[src/rtl/romulus_round_ctrl.sv]
// Round controller for a one-round-per-cycle SKINNY-128-384 datapath (Romulus).
// Drives register enable/select strobes, the round index and the 6-bit round constant.
module romulus_round_ctrl #(
  parameter int ROUNDS = 56
) (
  input  logic       clk,
  input  logic       rst,
  input  logic       start,
  input  logic       abort,
  output logic       busy,
  output logic       done,
  output logic       senc,
  output logic       sse,
  output logic       tk1s,
  output logic [5:0] constant,
  output logic [5:0] round,
  output logic       last,
  output logic [1:0] state
);

  localparam logic [1:0] S_IDLE  = 2'd0;
  localparam logic [1:0] S_LOAD  = 2'd1;
  localparam logic [1:0] S_ROUND = 2'd2;
  localparam logic [1:0] S_DONE  = 2'd3;

  localparam logic [5:0] LAST_ROUND = 6'(ROUNDS - 1);

  logic [1:0] state_q;
  logic [1:0] state_d;
  logic [5:0] round_q;
  logic [5:0] rc_q;
  logic       at_last;

  assign at_last = (state_q == S_ROUND) && (round_q == LAST_ROUND);

  // start and abort are plain level requests sampled every edge; there is no
  // ready: start only takes effect in IDLE or DONE and is dropped otherwise,
  // and abort always beats start and last.
  always_comb begin
    state_d = state_q;
    case (state_q)
      S_IDLE:  state_d = (start && !abort) ? S_LOAD : S_IDLE;
      S_LOAD:  state_d = abort ? S_IDLE : S_ROUND;
      S_ROUND: begin
        if (abort)        state_d = S_IDLE;
        else if (at_last) state_d = S_DONE;
        else              state_d = S_ROUND;
      end
      S_DONE:  state_d = (start && !abort) ? S_LOAD : S_IDLE;
      default: state_d = S_IDLE;
    endcase
  end

  always_ff @(posedge clk or posedge rst) begin
    if (rst) state_q <= S_IDLE;
    else     state_q <= state_d;
  end

  // Counters are reinitialised on the way into LOAD, advance only between
  // consecutive ROUND cycles, and otherwise hold (so they never pass ROUNDS-1).
  always_ff @(posedge clk or posedge rst) begin
    if (rst) begin
      round_q <= 6'd0;
      rc_q    <= 6'h00;
    end else if (state_d == S_LOAD) begin
      round_q <= 6'd0;
      rc_q    <= 6'h01;
    end else if (state_q == S_ROUND && state_d == S_ROUND) begin
      round_q <= round_q + 6'd1;
      rc_q    <= {rc_q[4:0], rc_q[5] ^ rc_q[4] ^ 1'b1};
    end
  end

  assign busy     = (state_q == S_LOAD) || (state_q == S_ROUND);
  assign done     = (state_q == S_DONE);
  assign senc     = busy;
  assign sse      = (state_q == S_LOAD);
  assign tk1s     = (state_q == S_LOAD);
  assign last     = at_last;
  assign constant = rc_q;
  assign round    = round_q;
  assign state    = state_q;

endmodule
[config.mk]
export PLATFORM = sky130hd
export DESIGN_NAME = romulus_round_ctrl
export DESIGN_NICKNAME = d
export VERILOG_FILES = /design/src/rtl/romulus_round_ctrl.sv
export SDC_FILE = /design/constraint.sdc
export NUM_CORES = 1
export LEC_CHECK = 0
export BUFFER_PORTS_ARGS = -buffer_cell sky130_fd_sc_hd__buf_2
export CAP_MARGIN = 10
export CORE_MARGIN = 2
export CORE_UTILIZATION = 48
export CTS_CLUSTER_SIZE = 20
export DETAILED_ROUTE_END_ITERATION = 6
export GPL_TIMING_DRIVEN = 0
export PLACE_DENSITY = 0.77
export SYNTH_ARGS = -nofsm -noshare
export SYNTH_HDL_FRONTEND = slang
export SYNTH_SLANG_ARGS = --single-unit
[constraint.sdc]
create_clock -name clk -period 1.88 [get_ports clk]
set_input_delay 0.094 -clock clk [delete_from_list [all_inputs] [get_ports clk]]
set_output_delay 0.094 -clock clk [all_outputs]
set_load 0.02 [all_outputs]
### Yosys cells after proc, flatten, opt, wreduce, memory -nomap -nowiden

Cells that the tools add are included.

| word-level totals | value |
|---|---|
| flip-flop bits (word level) | 14 |
| input port bits | 4 |
| output and inout bits | 20 |

| operators by class | value |
|---|---|
| muxes and demuxes | 9 |
| equality and inequality tests | 6 |
| bitwise operators | 2 |
| reductions and logical operators | 8 |
| add/sub/neg operators | 1 |

Operator list:

| cell | number |
|---|---|
| two-way mux 6 bit | 4 |
| adder 6 x 1 -> 6 bit, second input constant | 1 |
| equality test 2 bit, second input constant | 3 |
| equality test 6 bit, second input constant | 1 |
| one-hot mux 2 bit (3 select lines) | 1 |
| equality test 2 x 1 -> 1 bit, second input constant | 2 |
| two-way mux 2 bit | 2 |
| logical AND 1 bit | 3 |
| logical NOT 2 bit | 1 |
| two-way mux 1 bit | 2 |
| nonzero test 2 bit | 1 |
| OR reduction 2 bit | 1 |
| logical NOT 1 bit | 1 |
| logical OR 1 bit | 1 |
| NOT 1 bit | 1 |
| XOR 1 bit | 1 |

### Depth between registers and ports, before layout

Gate-level depths: netlist of run 1.

| depth | value |
|---|---|
| depth in word-level cells | 9 |
| mapped depth | 7 |
| gate-level depth less buffers | 6 |

### Worst setup path after synthesis of run 1

OpenSTA, ideal clock, no wires.

| timing path | value |
|---|---|
| path kind | reg2reg |
| from | register state_q[0], in the netlist state[0] |
| to | register rc_q[0], in the netlist constant[0] |
| cell stages (with the launch flop) | 8 |
| data arrival time | 1540 ps |
| required time | 1753 ps |
| setup slack | 212 ps |
| setup time | 127 ps |
| cell sequence | dfrtp_1 -> inv_1 -> ha_1 -> nand2_1 -> o211a_1 -> buf_2 -> a211oi_1 -> a21oi_1 |

| on the way | value |
|---|---|
| longest elaborated chain between the ends | 8 |

Ends and longest elaborated chain:

| element | line | source |
|---|---|---|
| start: declaration | 28 | `logic [1:0] state_q;` |
| start signal: assignment | 56 | `else state_q <= state_d;` |
| equality test 2 bit | 34, 41, 68 |  |
| logical AND 1 bit | 34 | `assign at_last = (state_q == S_ROUND) && (round_q == LAST_ROUND);` |
| two-way mux 1 bit | 46 | `else if (at_last) state_d = S_DONE;` |
| two-way mux 2 bit | 45 | `if (abort) state_d = S_IDLE;` |
| one-hot mux 2 bit (3 select lines) | 41 | `case (state_q)` |
| equality test 2 bit | 68 | `end else if (state_q == S_ROUND && state_d == S_ROUND) begin` |
| logical AND 1 bit | 68 |  |
| nonzero test 2 bit (no line) | - |  |
| end signal: assignment | 70 | `rc_q <= {rc_q[4:0], rc_q[5] ^ rc_q[4] ^ 1'b1};` |
| end: declaration | 31 | `logic [5:0] rc_q;` |

Several ways; a longest one is shown, not always the timed one.
A chain may end at the register's enable or synchronous reset.

### Final worst setup path of run 1

| timing path | value |
|---|---|
| from | register state_q[0], in the netlist state[0] |
| to | register round_q[5], in the netlist round[5] |

| on the way | value |
|---|---|
| longest elaborated chain between the ends | 8 |

Ends and longest elaborated chain:

| element | line | source |
|---|---|---|
| equality test 2 bit | 34, 41, 68 |  |
| logical AND 1 bit | 34 |  |
| two-way mux 1 bit | 46 |  |
| two-way mux 2 bit | 45 |  |
| one-hot mux 2 bit (3 select lines) | 41 |  |
| equality test 2 bit | 68 |  |
| logical AND 1 bit | 68 |  |
| nonzero test 2 bit (no line) | - |  |
| end signal: assignment | 69 | `round_q <= round_q + 6'd1;` |
| end: declaration | 30 | `logic [5:0] round_q;` |

Several ways; a longest one is shown, not always the timed one.

==> results of run 1 <==
[kinds of logic after synthesis]
kind of cell / Yosys count / share of synthesized area (%)
simple gates: 32 / 21.5
flops: 14 / 46.6
compound gates: 11 / 9.48
buf+inv: 11 / 8.15
mux: 4 / 5.32
fa+ha+maj: 4 / 6.66
xor+xnor: 2 / 2.33
[worst min path at each step]
stage	from	end	slack (ps)	depth (start not counted)
2_1_floorplan	rst	constant[0]	-20	1
3_3_place_gp	rst	constant[0]	160	2
3_5_place_dp	rst	state[0]	160	2
4_1_cts	abort	state[1]	5	2
5_1_grt	abort	state[1]	10	2
6_report	abort	state[1]	20	2
[critical path, cell delays in order, from the launching register on]
cell and delay, ps:
sky130_fd_sc_hd__dfrtp_1 400, sky130_fd_sc_hd__inv_1 60, sky130_fd_sc_hd__ha_1 330, sky130_fd_sc_hd__nand2_1 150
sky130_fd_sc_hd__o211a_1 160, sky130_fd_sc_hd__buf_2 200, sky130_fd_sc_hd__nand4_1 140, sky130_fd_sc_hd__mux2i_1 140
[timing repair]
item	CTS	global route
gates resized for setup	0	0
endpoints found under the hold margin	14	0
buffers inserted	0	0
setup endpoints to repair	0	0
hold buffers	1	0
[through the flow]
step,total power [mW],std cells
detailed placement,0.506,117
global placement,0.501,117
CTS,0.723,122
floorplan,0.453,78
global route,0.755,122
finish,0.716,122
[synthesized netlist by cell type (2+ instances only)]
cell type	count	area (um2)
sky130_fd_sc_hd__nand2_1	11	41.3
sky130_fd_sc_hd__o21ai_1	2	10.0
sky130_fd_sc_hd__nand4_1	2	12.5
sky130_fd_sc_hd__inv_1	6	22.5
sky130_fd_sc_hd__dfrtp_1	14	350
sky130_fd_sc_hd__mux2i_1	4	40.0
sky130_fd_sc_hd__buf_4	3	22.5
sky130_fd_sc_hd__nor2_1	3	11.3
sky130_fd_sc_hd__a211oi_1	2	15.0
sky130_fd_sc_hd__nand3_1	9	45.0
sky130_fd_sc_hd__ha_1	4	50.1
sky130_fd_sc_hd__and3_1	2	12.5
sky130_fd_sc_hd__o21ai_0	4	20.0
[registers in the layout, summed over array words and instances, names as in the netlist]
signal    flops
constant      6
round         6
state         2
[per-layer routing]
metal | vias up | share of wire, % | global-route usage [%]
met4 | 0 | 0 | 10.9
met3 | 0 | 4.6 | 2.50
met2 | 22 | 50 | 29.1
met5 | - | 0 | 0
li1 | 324 | - | -
met1 | 312 | 46 | 23.4
[final cells by class]
| type | count | area share, % |
|---|---|---|
| clock buffers | 4 | 3.89 |
| well taps | 16 | 2.14 |
| flip-flops and latches | 14 | 37.5 |
| plain buffers | 5 | 4.16 |
| multi-input cells | 53 | 36.5 |
| inverters | 6 | 2.41 |
| repair buffers | 24 | 13.4 |
[power by group]
group	leakage (nW)	switching, mW	total, mW	internal, mW
clock	0.0210	0.0975	0.215	0.118
sequential	0.188	0.0219	0.343	0.321
combinational	0.339	0.103	0.158	0.0557
==> impl_metrics.prom, run 1 <==
# TYPE chip_impl_metric gauge
chip_impl_metric{name="final_layout_setup_total_negative_slack",unit="ps"} 0
chip_impl_info{name="ys_dominant_reg_cell",value="sky130_fd_sc_hd__dfrtp_1"} 1
chip_impl_metric{name="area.sequential",unit="um2"} 350
chip_impl_metric{name="globalRoute.totalOverflow",unit=""} 0
chip_impl_metric{name="worst_slew_pin_tran",unit="ps"} 539
chip_impl_info{name="setup.worst_path.start",value="state[0]"} 1
chip_impl_metric{name="place.port_buffers",unit=""} 23
chip_impl_info{name="rsz0062_at_grt",value="no"} 1
chip_impl_metric{name="floorplan.die_area",unit="mm2"} 0.00190
chip_impl_metric{name="synth.net_count",unit=""} 86
chip_impl_info{name="final_cell_mix",value="sky130_fd_sc_hd__buf_2, sky130_fd_sc_hd__dfrtp_1, sky130_fd_sc_hd__nand2_1"} 1
chip_impl_metric{name="layout_worst_path_cycle_share",unit="%"} 90.0
chip_impl_metric{name="total_drc_errors_in_the_routed_layout",unit=""} 0
chip_impl_metric{name="cts.reportedPaths.clkPinSlew",unit="ps"} 80
chip_impl_metric{name="asyncSetResetFlopFracSynth",unit="%"} 100
chip_impl_metric{name="max-cap-violations",unit=""} 0
chip_impl_metric{name="crit_arrival",unit="ps"} 1850
chip_impl_metric{name="detail-route-antenna-nets",unit=""} 0
chip_impl_metric{name="finalSetupViolCount",unit=""} 0
chip_impl_info{name="reg2reg_to",value="round[5]"} 1
chip_impl_metric{name="n_fill_cell",unit=""} 133
chip_impl_metric{name="flops_latches_synth",unit=""} 14
chip_impl_metric{name="placeableCoreArea",unit="mm2"} 0.00149
chip_impl_metric{name="number_of_pins_with_negative_max_slew_slack_in_the_final_report",unit=""} 0
chip_impl_metric{name="routed_wl",unit="mm"} 1.58
chip_impl_info{name="layout_commonest_cell",value="sky130_fd_sc_hd__buf_2"} 1
chip_impl_metric{name="final.hold.worst_slack",unit="ps"} 20.9
chip_impl_metric{name="final.setup_skew",unit="ps"} 2.64
chip_impl_info{name="holdCritPathClass",value="input port to flip-flop"} 1
chip_impl_metric{name="drt-vias-per-instance",unit=""} 5.39
chip_impl_info{name="outcome",value="completed"} 1
chip_impl_metric{name="max_slew_headroom",unit="%"} 64.0
chip_impl_metric{name="critical_path_required",unit="ps"} 2040
chip_impl_metric{name="avgSynthCellArea",unit="um2"} 9.64
chip_impl_metric{name="grt_antenna_before_repair",unit=""} 0
chip_impl_metric{name="pwr_density_cell",unit="mW/mm2"} 768
chip_impl_metric{name="ys.warnings.count",unit=""} 0
chip_impl_metric{name="timing.final.crit_period",unit="ps"} 1690
chip_impl_info{name="tritoncts",value="built"} 1
chip_impl_metric{name="drt_iter0_drc",unit=""} 20
chip_impl_info{name="end_kind",value="flip-flop"} 1
chip_impl_metric{name="grt_first_pass_wirelength",unit="mm"} 2.55
chip_impl_metric{name="area_occupied_by_multi_input_gates",unit="um2"} 340
chip_impl_metric{name="ratio_of_cells_with_drive_above_1_in_the_final_layout",unit="%"} 30.2
chip_impl_info{name="worst-setup-path-type",value="flip-flop to flip-flop"} 1
chip_impl_metric{name="finalHoldViolations",unit=""} 0
chip_impl_metric{name="num-nets-final",unit=""} 115
chip_impl_metric{name="power_leakage",unit="nW"} 0.548
chip_impl_info{name="ctsRootBufferMaster",value="sky130_fd_sc_hd__clkbuf_4"} 1
chip_impl_metric{name="cts.path.max_buffers",unit=""} 2
chip_impl_metric{name="regToRegSetupSlack",unit="ps"} 190
chip_impl_metric{name="num_rows",unit=""} 14
chip_impl_metric{name="post-route-worst-setup-slack",unit="ps"} 189
chip_impl_metric{name="cts_htree_levels",unit=""} 1
chip_impl_info{name="critPathCapture",value="round[5]"} 1
chip_impl_metric{name="final_util",unit="%"} 62.7
chip_impl_metric{name="syn_inst",unit=""} 78
chip_impl_metric{name="insertion_delay",unit="ps"} 280
chip_impl_metric{name="mappedNetlistArea",unit="um2"} 752
chip_impl_metric{name="vias",unit=""} 658
chip_impl_metric{name="firstDrtPassIters",unit=""} 5
chip_impl_metric{name="place_area",unit="um2"} 887
chip_impl_info{name="r2r_start",value="state[0]"} 1
chip_impl_metric{name="number_of_buffers_created_by_cts",unit=""} 3
chip_impl_metric{name="synthDistinctLibCells",unit=""} 25
chip_impl_metric{name="finalInstanceArea",unit="um2"} 933
chip_impl_metric{name="worstPathMaxFanout",unit=""} 10
chip_impl_metric{name="floorplan.die.height",unit="um"} 43.6
chip_impl_metric{name="tritoncts_sinks",unit=""} 14
chip_impl_metric{name="io_pins",unit=""} 24
chip_impl_metric{name="vdd_ir_drop_max",unit="mV"} 0.483
chip_impl_metric{name="dp_worst_setup_slack",unit="ps"} 196
chip_impl_metric{name="area.growth.synth_to_final",unit="%"} 24.1
chip_impl_metric{name="synth.yosys.seq_area_share",unit="%"} 46.6
chip_impl_metric{name="gpl.final_weighted_congestion",unit=""} 0.726
chip_impl_metric{name="track_usage",unit="%"} 18.2
chip_impl_metric{name="first_global_vias",unit=""} 580
chip_impl_metric{name="die_w",unit="um"} 43.6
chip_impl_metric{name="initial_core_util",unit="%"} 50.5
chip_impl_metric{name="avgRoutedWirePerCell",unit="um"} 12.9
chip_impl_metric{name="number_of_flops_mapped_to_enable_cells_by_yosys",unit=""} 0
chip_impl_info{name="critPathLaunchType",value="flip-flop"} 1
chip_impl_metric{name="worst_reg_to_reg_path_cell_count",unit=""} 7
chip_impl_metric{name="achievable-frequency",unit="MHz"} 591
chip_impl_metric{name="grt_max_degree",unit=""} 15
chip_impl_metric{name="place.detailed.hpwl",unit="mm"} 1.10
chip_impl_metric{name="insertedDiodeCount",unit=""} 0
Note: power is estimated with default switching activity, not from simulation.
==> run 2, diff against run 1 <==
==> config.mk (replaced) <==
export PLATFORM = sky130hd
export DESIGN_NAME = romulus_round_ctrl
export DESIGN_NICKNAME = d
export VERILOG_FILES = /design/src/rtl/romulus_round_ctrl.sv
export SDC_FILE = /design/constraint.sdc
export NUM_CORES = 1
export LEC_CHECK = 0
export CAP_MARGIN = 10
export CORE_MARGIN = 2
export CORE_UTILIZATION = 50
export CTS_CLUSTER_SIZE = 20
export DETAILED_ROUTE_END_ITERATION = 6
export DONT_BUFFER_PORTS = 1
export GPL_TIMING_DRIVEN = 0
export PLACE_DENSITY = 0.66
export SYNTH_ARGS = -nofsm -noshare
export SYNTH_HDL_FRONTEND = slang
export SYNTH_SLANG_ARGS = --single-unit
==> run 2 against run 1 <==
Compared with the run above: clock power fell by 22%; power shrank 9.8%; utilization down 1.1 points; non-clock buffer count down 20; critical path type unchanged; highest routed layer is now met4.
==> impl_metrics.prom, run 2 (same netlist as run 1, synthesis figures left out) <==
# TYPE chip_impl_metric gauge
chip_impl_metric{name="num_rows",unit=""} 13
chip_impl_metric{name="insertedDiodeCount",unit=""} 0
chip_impl_info{name="final_cell_mix",value="sky130_fd_sc_hd__dfrtp_1, sky130_fd_sc_hd__nand2_1, sky130_fd_sc_hd__nand3_1"} 1
chip_impl_metric{name="worstPathMaxFanout",unit=""} 10
chip_impl_metric{name="swShare",unit="%"} 32.6
chip_impl_metric{name="final_util",unit="%"} 61.6
chip_impl_metric{name="achievable-frequency",unit="MHz"} 574
chip_impl_metric{name="vias",unit=""} 573
chip_impl_metric{name="detail-route-antenna-nets",unit=""} 0
chip_impl_metric{name="crit_arrival",unit="ps"} 1900
chip_impl_info{name="outcome",value="completed"} 1
chip_impl_info{name="grt_most_used_layer",value="met2"} 1
chip_impl_metric{name="tritoncts_sinks",unit=""} 14
chip_impl_metric{name="share_comb_of_total_power",unit="%"} 16.5
chip_impl_metric{name="place.detailed.hpwl",unit="mm"} 1.00
chip_impl_metric{name="layout_worst_path_cycle_share",unit="%"} 92.7
chip_impl_metric{name="final.setup_skew",unit="ps"} 3.87
chip_impl_metric{name="use_met3",unit="%"} 5.96
chip_impl_metric{name="cts.reportedPaths.clkPinSlew",unit="ps"} 80
chip_impl_metric{name="regToRegSetupSlack",unit="ps"} 140
chip_impl_metric{name="avgRoutedWirePerCell",unit="um"} 14.6
chip_impl_info{name="tritoncts",value="built"} 1
chip_impl_metric{name="track_usage",unit="%"} 18.4
chip_impl_metric{name="area.growth.synth_to_final",unit="%"} 10.6
chip_impl_info{name="r2r_start",value="state[0]"} 1
chip_impl_metric{name="max_slew_headroom",unit="%"} 64.4
chip_impl_metric{name="total_drc_errors_in_the_routed_layout",unit=""} 0
chip_impl_metric{name="finalSetupViolCount",unit=""} 0
chip_impl_metric{name="vdd_ir_drop_max",unit="mV"} 0.544
chip_impl_info{name="setup.worst_path.start",value="state[0]"} 1
chip_impl_metric{name="seq_power_share",unit="%"} 57.6
chip_impl_metric{name="grt_max_degree",unit=""} 15
chip_impl_metric{name="drt_iter0_drc",unit=""} 5
chip_impl_metric{name="max-cap-violations",unit=""} 0
chip_impl_info{name="worst-setup-path-type",value="flip-flop to flip-flop"} 1
chip_impl_metric{name="cts.path.max_buffers",unit=""} 2
chip_impl_metric{name="grt_antenna_before_repair",unit=""} 0
chip_impl_metric{name="power_leakage",unit="nW"} 0.435
chip_impl_info{name="end_kind",value="flip-flop"} 1
chip_impl_metric{name="pwr-share-clk",unit="%"} 25.8
chip_impl_info{name="holdCritPathClass",value="input port to flip-flop"} 1
chip_impl_metric{name="routed_wl",unit="mm"} 1.46
chip_impl_metric{name="total_power",unit="uW"} 646
chip_impl_info{name="layout_commonest_cell",value="sky130_fd_sc_hd__dfrtp_1"} 1
chip_impl_metric{name="num-nets-final",unit=""} 95
chip_impl_metric{name="timing.final.crit_period",unit="ps"} 1740
chip_impl_metric{name="floorplan.die.height",unit="um"} 42.8
chip_impl_metric{name="floorplan.die_area",unit="mm2"} 0.00183
chip_impl_info{name="rsz0062_at_grt",value="no"} 1
chip_impl_metric{name="groute.layer.met2.usage",unit="%"} 26.1
chip_impl_metric{name="number_of_buffers_created_by_cts",unit=""} 3
chip_impl_metric{name="place_area",unit="um2"} 771
chip_impl_metric{name="intPower",unit="uW"} 435
chip_impl_metric{name="placeableCoreArea",unit="mm2"} 0.00135
chip_impl_metric{name="gpl.final_weighted_congestion",unit=""} 0.799
chip_impl_metric{name="final.hold.worst_slack",unit="ps"} 32.3
chip_impl_metric{name="insertion_delay",unit="ps"} 280
chip_impl_metric{name="globalRouteMet1Util",unit="%"} 23.6
chip_impl_info{name="ctsRootBufferMaster",value="sky130_fd_sc_hd__clkbuf_4"} 1
chip_impl_info{name="critPathLaunchType",value="flip-flop"} 1
chip_impl_metric{name="final_layout_setup_total_negative_slack",unit="ps"} 0
chip_impl_metric{name="io_pins",unit=""} 24
chip_impl_metric{name="critical_path_required",unit="ps"} 2040
chip_impl_metric{name="ratio_of_cells_with_drive_above_1_in_the_final_layout",unit="%"} 14.1
chip_impl_info{name="min_from",value="start"} 1
chip_impl_metric{name="firstDrtPassIters",unit=""} 4
chip_impl_metric{name="first_global_vias",unit=""} 572
chip_impl_metric{name="die_w",unit="um"} 42.8
chip_impl_metric{name="initial_core_util",unit="%"} 55.7
chip_impl_metric{name="finalHoldViolations",unit=""} 0
chip_impl_metric{name="cts_htree_levels",unit=""} 1
chip_impl_metric{name="number_of_pins_with_negative_max_slew_slack_in_the_final_report",unit=""} 0
chip_impl_metric{name="worst_slew_pin_tran",unit="ps"} 534
chip_impl_metric{name="grt_first_pass_wirelength",unit="mm"} 2.50
chip_impl_metric{name="place.port_buffers",unit=""} 0
chip_impl_metric{name="power.switching",unit="uW"} 211
chip_impl_metric{name="globalRoute.totalOverflow",unit=""} 0
chip_impl_metric{name="pwr_density_cell",unit="mW/mm2"} 777
chip_impl_metric{name="finalInstanceArea",unit="um2"} 832
chip_impl_metric{name="drt-vias-per-instance",unit=""} 5.73
## run 2: power groups by stage
stage | clock network [mW] | logic [mW] | registers, mW
2_1_floorplan | 0 | 0.0822 | 0.371
3_3_place_gp | 0 | 0.0957 | 0.378
3_5_place_dp | 0 | 0.0970 | 0.378
4_1_cts | 0.171 | 0.107 | 0.372
5_1_grt | 0.185 | 0.119 | 0.378
6_report | 0.167 | 0.107 | 0.372
## run 2: layer usage
layer	routed length (um)	share of wire (%)	vias to the layer above
li1	-	-	283
met1	693	47	262
met2	609	42	21
met3	97	6.6	7
met4	61	4.2	0
met5	0	0	-
## run 2: timing repair
action / CTS / global route
hold buffers: 2 / 0
buffers inserted: 2 / 0
pin swaps: 1 / 0
gates resized for setup: 0 / 2
endpoints found under the hold margin: 17 / 0
setup endpoints to repair: 10 / 4
## run 2: final timing paths
kind,end,cells after the start
hold / removal,state[0],2
setup reg to reg,round[5],7
max in group asynchronous,state[0],2
hold reg to reg,round[5],1
setup / recovery,round[5],7
min in group asynchronous,constant[1],2
## run 2: cell type report
class,count,area [um2]
inverter,6,22.5
timing repair buffer,4,35.0
clock buffer,3,22.5
tap,15,18.8
multi-input combinational,53,343
buffer,5,38.8
sequential,14,352
fill,126,518
## run 2: per-stage QoR
step / std cells / worst slack [ps]
final: 100 / 137
after global routing: 100 / 13.6
after CTS: 100 / 17.9
after detailed placement: 93 / -61.5
after global placement: 93 / -6.75
after floorplan: 78 / 212
## run 2: critical path: stages (launching register included)
cell and delay (ps):
sky130_fd_sc_hd__dfrtp_2 450, sky130_fd_sc_hd__inv_1 60, sky130_fd_sc_hd__ha_1 320, sky130_fd_sc_hd__nand2_1 140
sky130_fd_sc_hd__o211a_1 150, sky130_fd_sc_hd__buf_2 210, sky130_fd_sc_hd__nand4_1 150, sky130_fd_sc_hd__mux2i_1 150
==> run 3, diff against run 2 <==
--- a/config.mk
+++ b/config.mk
@@ -6,13 +6,13 @@
 export NUM_CORES = 1
 export LEC_CHECK = 0
 export CAP_MARGIN = 10
-export CORE_MARGIN = 2
 export CORE_UTILIZATION = 50
 export CTS_CLUSTER_SIZE = 20
 export DETAILED_ROUTE_END_ITERATION = 6
 export DONT_BUFFER_PORTS = 1
 export GPL_TIMING_DRIVEN = 0
 export PLACE_DENSITY = 0.66
+export SLEW_MARGIN = 20
 export SYNTH_ARGS = -nofsm -noshare
 export SYNTH_HDL_FRONTEND = slang
 export SYNTH_SLANG_ARGS = --single-unit
==> run 3 against run 2 <==
Compared with the run above: wire length is 3.8% higher; sequential power barely moved; fmax is 0.22% lower; utilization rose by 0.46 points; count of clock-buffer cells in the layout increased by 1; register-to-register slack barely moved; largest cell class unchanged.
==> impl_metrics.prom, run 3 (same netlist as run 1, synthesis figures left out) <==
# TYPE chip_impl_metric gauge
chip_impl_metric{name="cts.path.max_buffers",unit=""} 2
chip_impl_metric{name="power_leakage",unit="nW"} 0.438
chip_impl_metric{name="timing.final.crit_period",unit="ps"} 1750
chip_impl_metric{name="crit_arrival",unit="ps"} 1920
chip_impl_info{name="setup.worst_path.start",value="state[1]"} 1
chip_impl_metric{name="first_global_vias",unit=""} 571
chip_impl_metric{name="tritoncts_sinks",unit=""} 14
chip_impl_info{name="layout_commonest_cell",value="sky130_fd_sc_hd__dfrtp_1"} 1
chip_impl_metric{name="final_util",unit="%"} 62.1
chip_impl_metric{name="pwr_density_cell",unit="mW/mm2"} 836
chip_impl_info{name="rsz0062_at_grt",value="no"} 1
chip_impl_metric{name="io_pins",unit=""} 24
chip_impl_info{name="end_kind",value="flip-flop"} 1
chip_impl_metric{name="floorplan.die_area",unit="mm2"} 0.00166
chip_impl_info{name="min_from",value="start"} 1
chip_impl_metric{name="routed_wl",unit="mm"} 1.52
chip_impl_metric{name="final_layout_setup_total_negative_slack",unit="ps"} 0
chip_impl_info{name="r2r_start",value="state[1]"} 1
chip_impl_metric{name="total_drc_errors_in_the_routed_layout",unit=""} 0
chip_impl_metric{name="grt_first_pass_wirelength",unit="mm"} 2.33
chip_impl_info{name="critPathLaunchType",value="flip-flop"} 1
chip_impl_metric{name="critical_path_required",unit="ps"} 2050
chip_impl_metric{name="placeableCoreArea",unit="mm2"} 0.00135
chip_impl_metric{name="worstPathMaxFanout",unit=""} 10
chip_impl_metric{name="grt_max_degree",unit=""} 15
chip_impl_metric{name="finalHoldViolations",unit=""} 0
chip_impl_metric{name="max-cap-violations",unit=""} 0
chip_impl_metric{name="avgRoutedWirePerCell",unit="um"} 15.2
chip_impl_metric{name="place.detailed.hpwl",unit="mm"} 1.07
chip_impl_metric{name="area.growth.synth_to_final",unit="%"} 11.5
chip_impl_metric{name="vias",unit=""} 604
chip_impl_info{name="tritoncts",value="built"} 1
chip_impl_metric{name="number_of_buffers_created_by_cts",unit=""} 3
chip_impl_info{name="worst-setup-path-type",value="flip-flop to flip-flop"} 1
chip_impl_metric{name="worst_slew_pin_tran",unit="ps"} 536
chip_impl_metric{name="floorplan.die.height",unit="um"} 40.8
chip_impl_metric{name="globalRoute.totalOverflow",unit=""} 0
chip_impl_info{name="outcome",value="completed"} 1
chip_impl_metric{name="ratio_of_cells_with_drive_above_1_in_the_final_layout",unit="%"} 14.1
chip_impl_metric{name="initial_core_util",unit="%"} 55.7
chip_impl_metric{name="final.hold.worst_slack",unit="ps"} 24.7
chip_impl_metric{name="vdd_ir_drop_max",unit="mV"} 0.480
chip_impl_metric{name="achievable-frequency",unit="MHz"} 572
chip_impl_metric{name="insertedDiodeCount",unit=""} 0
chip_impl_metric{name="cts_htree_levels",unit=""} 1
chip_impl_metric{name="track_usage",unit="%"} 22.2
chip_impl_metric{name="n_fill_cell",unit=""} 130
chip_impl_metric{name="finalSetupViolCount",unit=""} 0
chip_impl_metric{name="grt_antenna_before_repair",unit=""} 0
chip_impl_metric{name="number_of_pins_with_negative_max_slew_slack_in_the_final_report",unit=""} 0
chip_impl_metric{name="num_rows",unit=""} 13
chip_impl_metric{name="firstDrtPassIters",unit=""} 4
chip_impl_metric{name="max_slew_headroom",unit="%"} 64.3
chip_impl_metric{name="drt_iter0_drc",unit=""} 8
chip_impl_info{name="ctsRootBufferMaster",value="sky130_fd_sc_hd__clkbuf_4"} 1
chip_impl_metric{name="drt-vias-per-instance",unit=""} 6.04
chip_impl_metric{name="die_w",unit="um"} 40.8
chip_impl_info{name="holdCritPathClass",value="input port to flip-flop"} 1
chip_impl_metric{name="layout_worst_path_cycle_share",unit="%"} 92.9
chip_impl_metric{name="gpl.final_weighted_congestion",unit=""} 0.715
chip_impl_metric{name="place.port_buffers",unit=""} 0
chip_impl_metric{name="final.setup_skew",unit="ps"} 2.08
chip_impl_metric{name="insertion_delay",unit="ps"} 280
chip_impl_metric{name="cts.reportedPaths.clkPinSlew",unit="ps"} 90
chip_impl_info{name="final_cell_mix",value="sky130_fd_sc_hd__dfrtp_1, sky130_fd_sc_hd__nand2_1, sky130_fd_sc_hd__nand3_1"} 1
chip_impl_metric{name="num-nets-final",unit=""} 94
chip_impl_metric{name="detail-route-antenna-nets",unit=""} 0
-- run 3: cell type report --
type / instances / area (um2) / area share (%)
Timing Repair Buffer: 3 / 27.5 / 3.28
Multi-Input combinational cell: 53 / 343 / 40.9
Sequential cell: 14 / 352 / 41.9
Buffer: 5 / 38.8 / 4.63
Clock buffer: 4 / 36.3 / 4.33
Tap cell: 15 / 18.8 / 2.24
Inverter: 6 / 22.5 / 2.69
-- run 3: worst paths after layout --
check / slack (ps) / endpoint / cells past startpoint
max: 130 / constant[0] / 6
min: 20 / state[0] / 2
max reg2reg: 130 / constant[0] / 6
min reg2reg: 630 / round[5] / 1
max in group asynchronous: 1210 / state[0] / 2
min in group asynchronous: 280 / round[3] / 2
-- run 3: power by group --
part           total (mW)  internal (mW)  switching, mW
combinational       0.105         0.0382         0.0666
sequential          0.373          0.321         0.0517
clock               0.223          0.118          0.105
total               0.701          0.477          0.224
-- run 3: repair_timing --
action	CTS	global route
hold endpoints to repair	17	0
resized for setup	0	2
hold buffers	2	0
setup endpoints to repair	8	7
buffers inserted	1	0
pin swaps	1	0
-- run 3: through the flow --
stage	setup WS [ps]	cell area (um2)	std cells	power, mW
global route	11.3	838	100	0.730
detailed placement	-20.1	771	93	0.476
CTS	32.7	835	100	0.704
floorplan	212	752	78	0.453
finish	133	838	100	0.701
global placement	12.9	771	93	0.473
-- run 3: layer usage --
| layer | wire (um) | vias to the layer above | track usage [%] |
|---|---|---|---|
| met5 | 0 | - | 0 |
| met4 | 28 | 0 | 12.5 |
| met3 | 71 | 5 | 7.07 |
| met2 | 754 | 19 | 36.3 |
| met1 | 662 | 294 | 25.3 |
| li1 | - | 286 | - |
-- run 3: critical path: stages (launching register included) --
cell,delay [ps]
sky130_fd_sc_hd__dfrtp_1,490
sky130_fd_sc_hd__ha_1,360
sky130_fd_sc_hd__nand2_1,110
sky130_fd_sc_hd__o211a_1,220
sky130_fd_sc_hd__buf_2,180
sky130_fd_sc_hd__a211oi_1,220
sky130_fd_sc_hd__a21oi_1,60
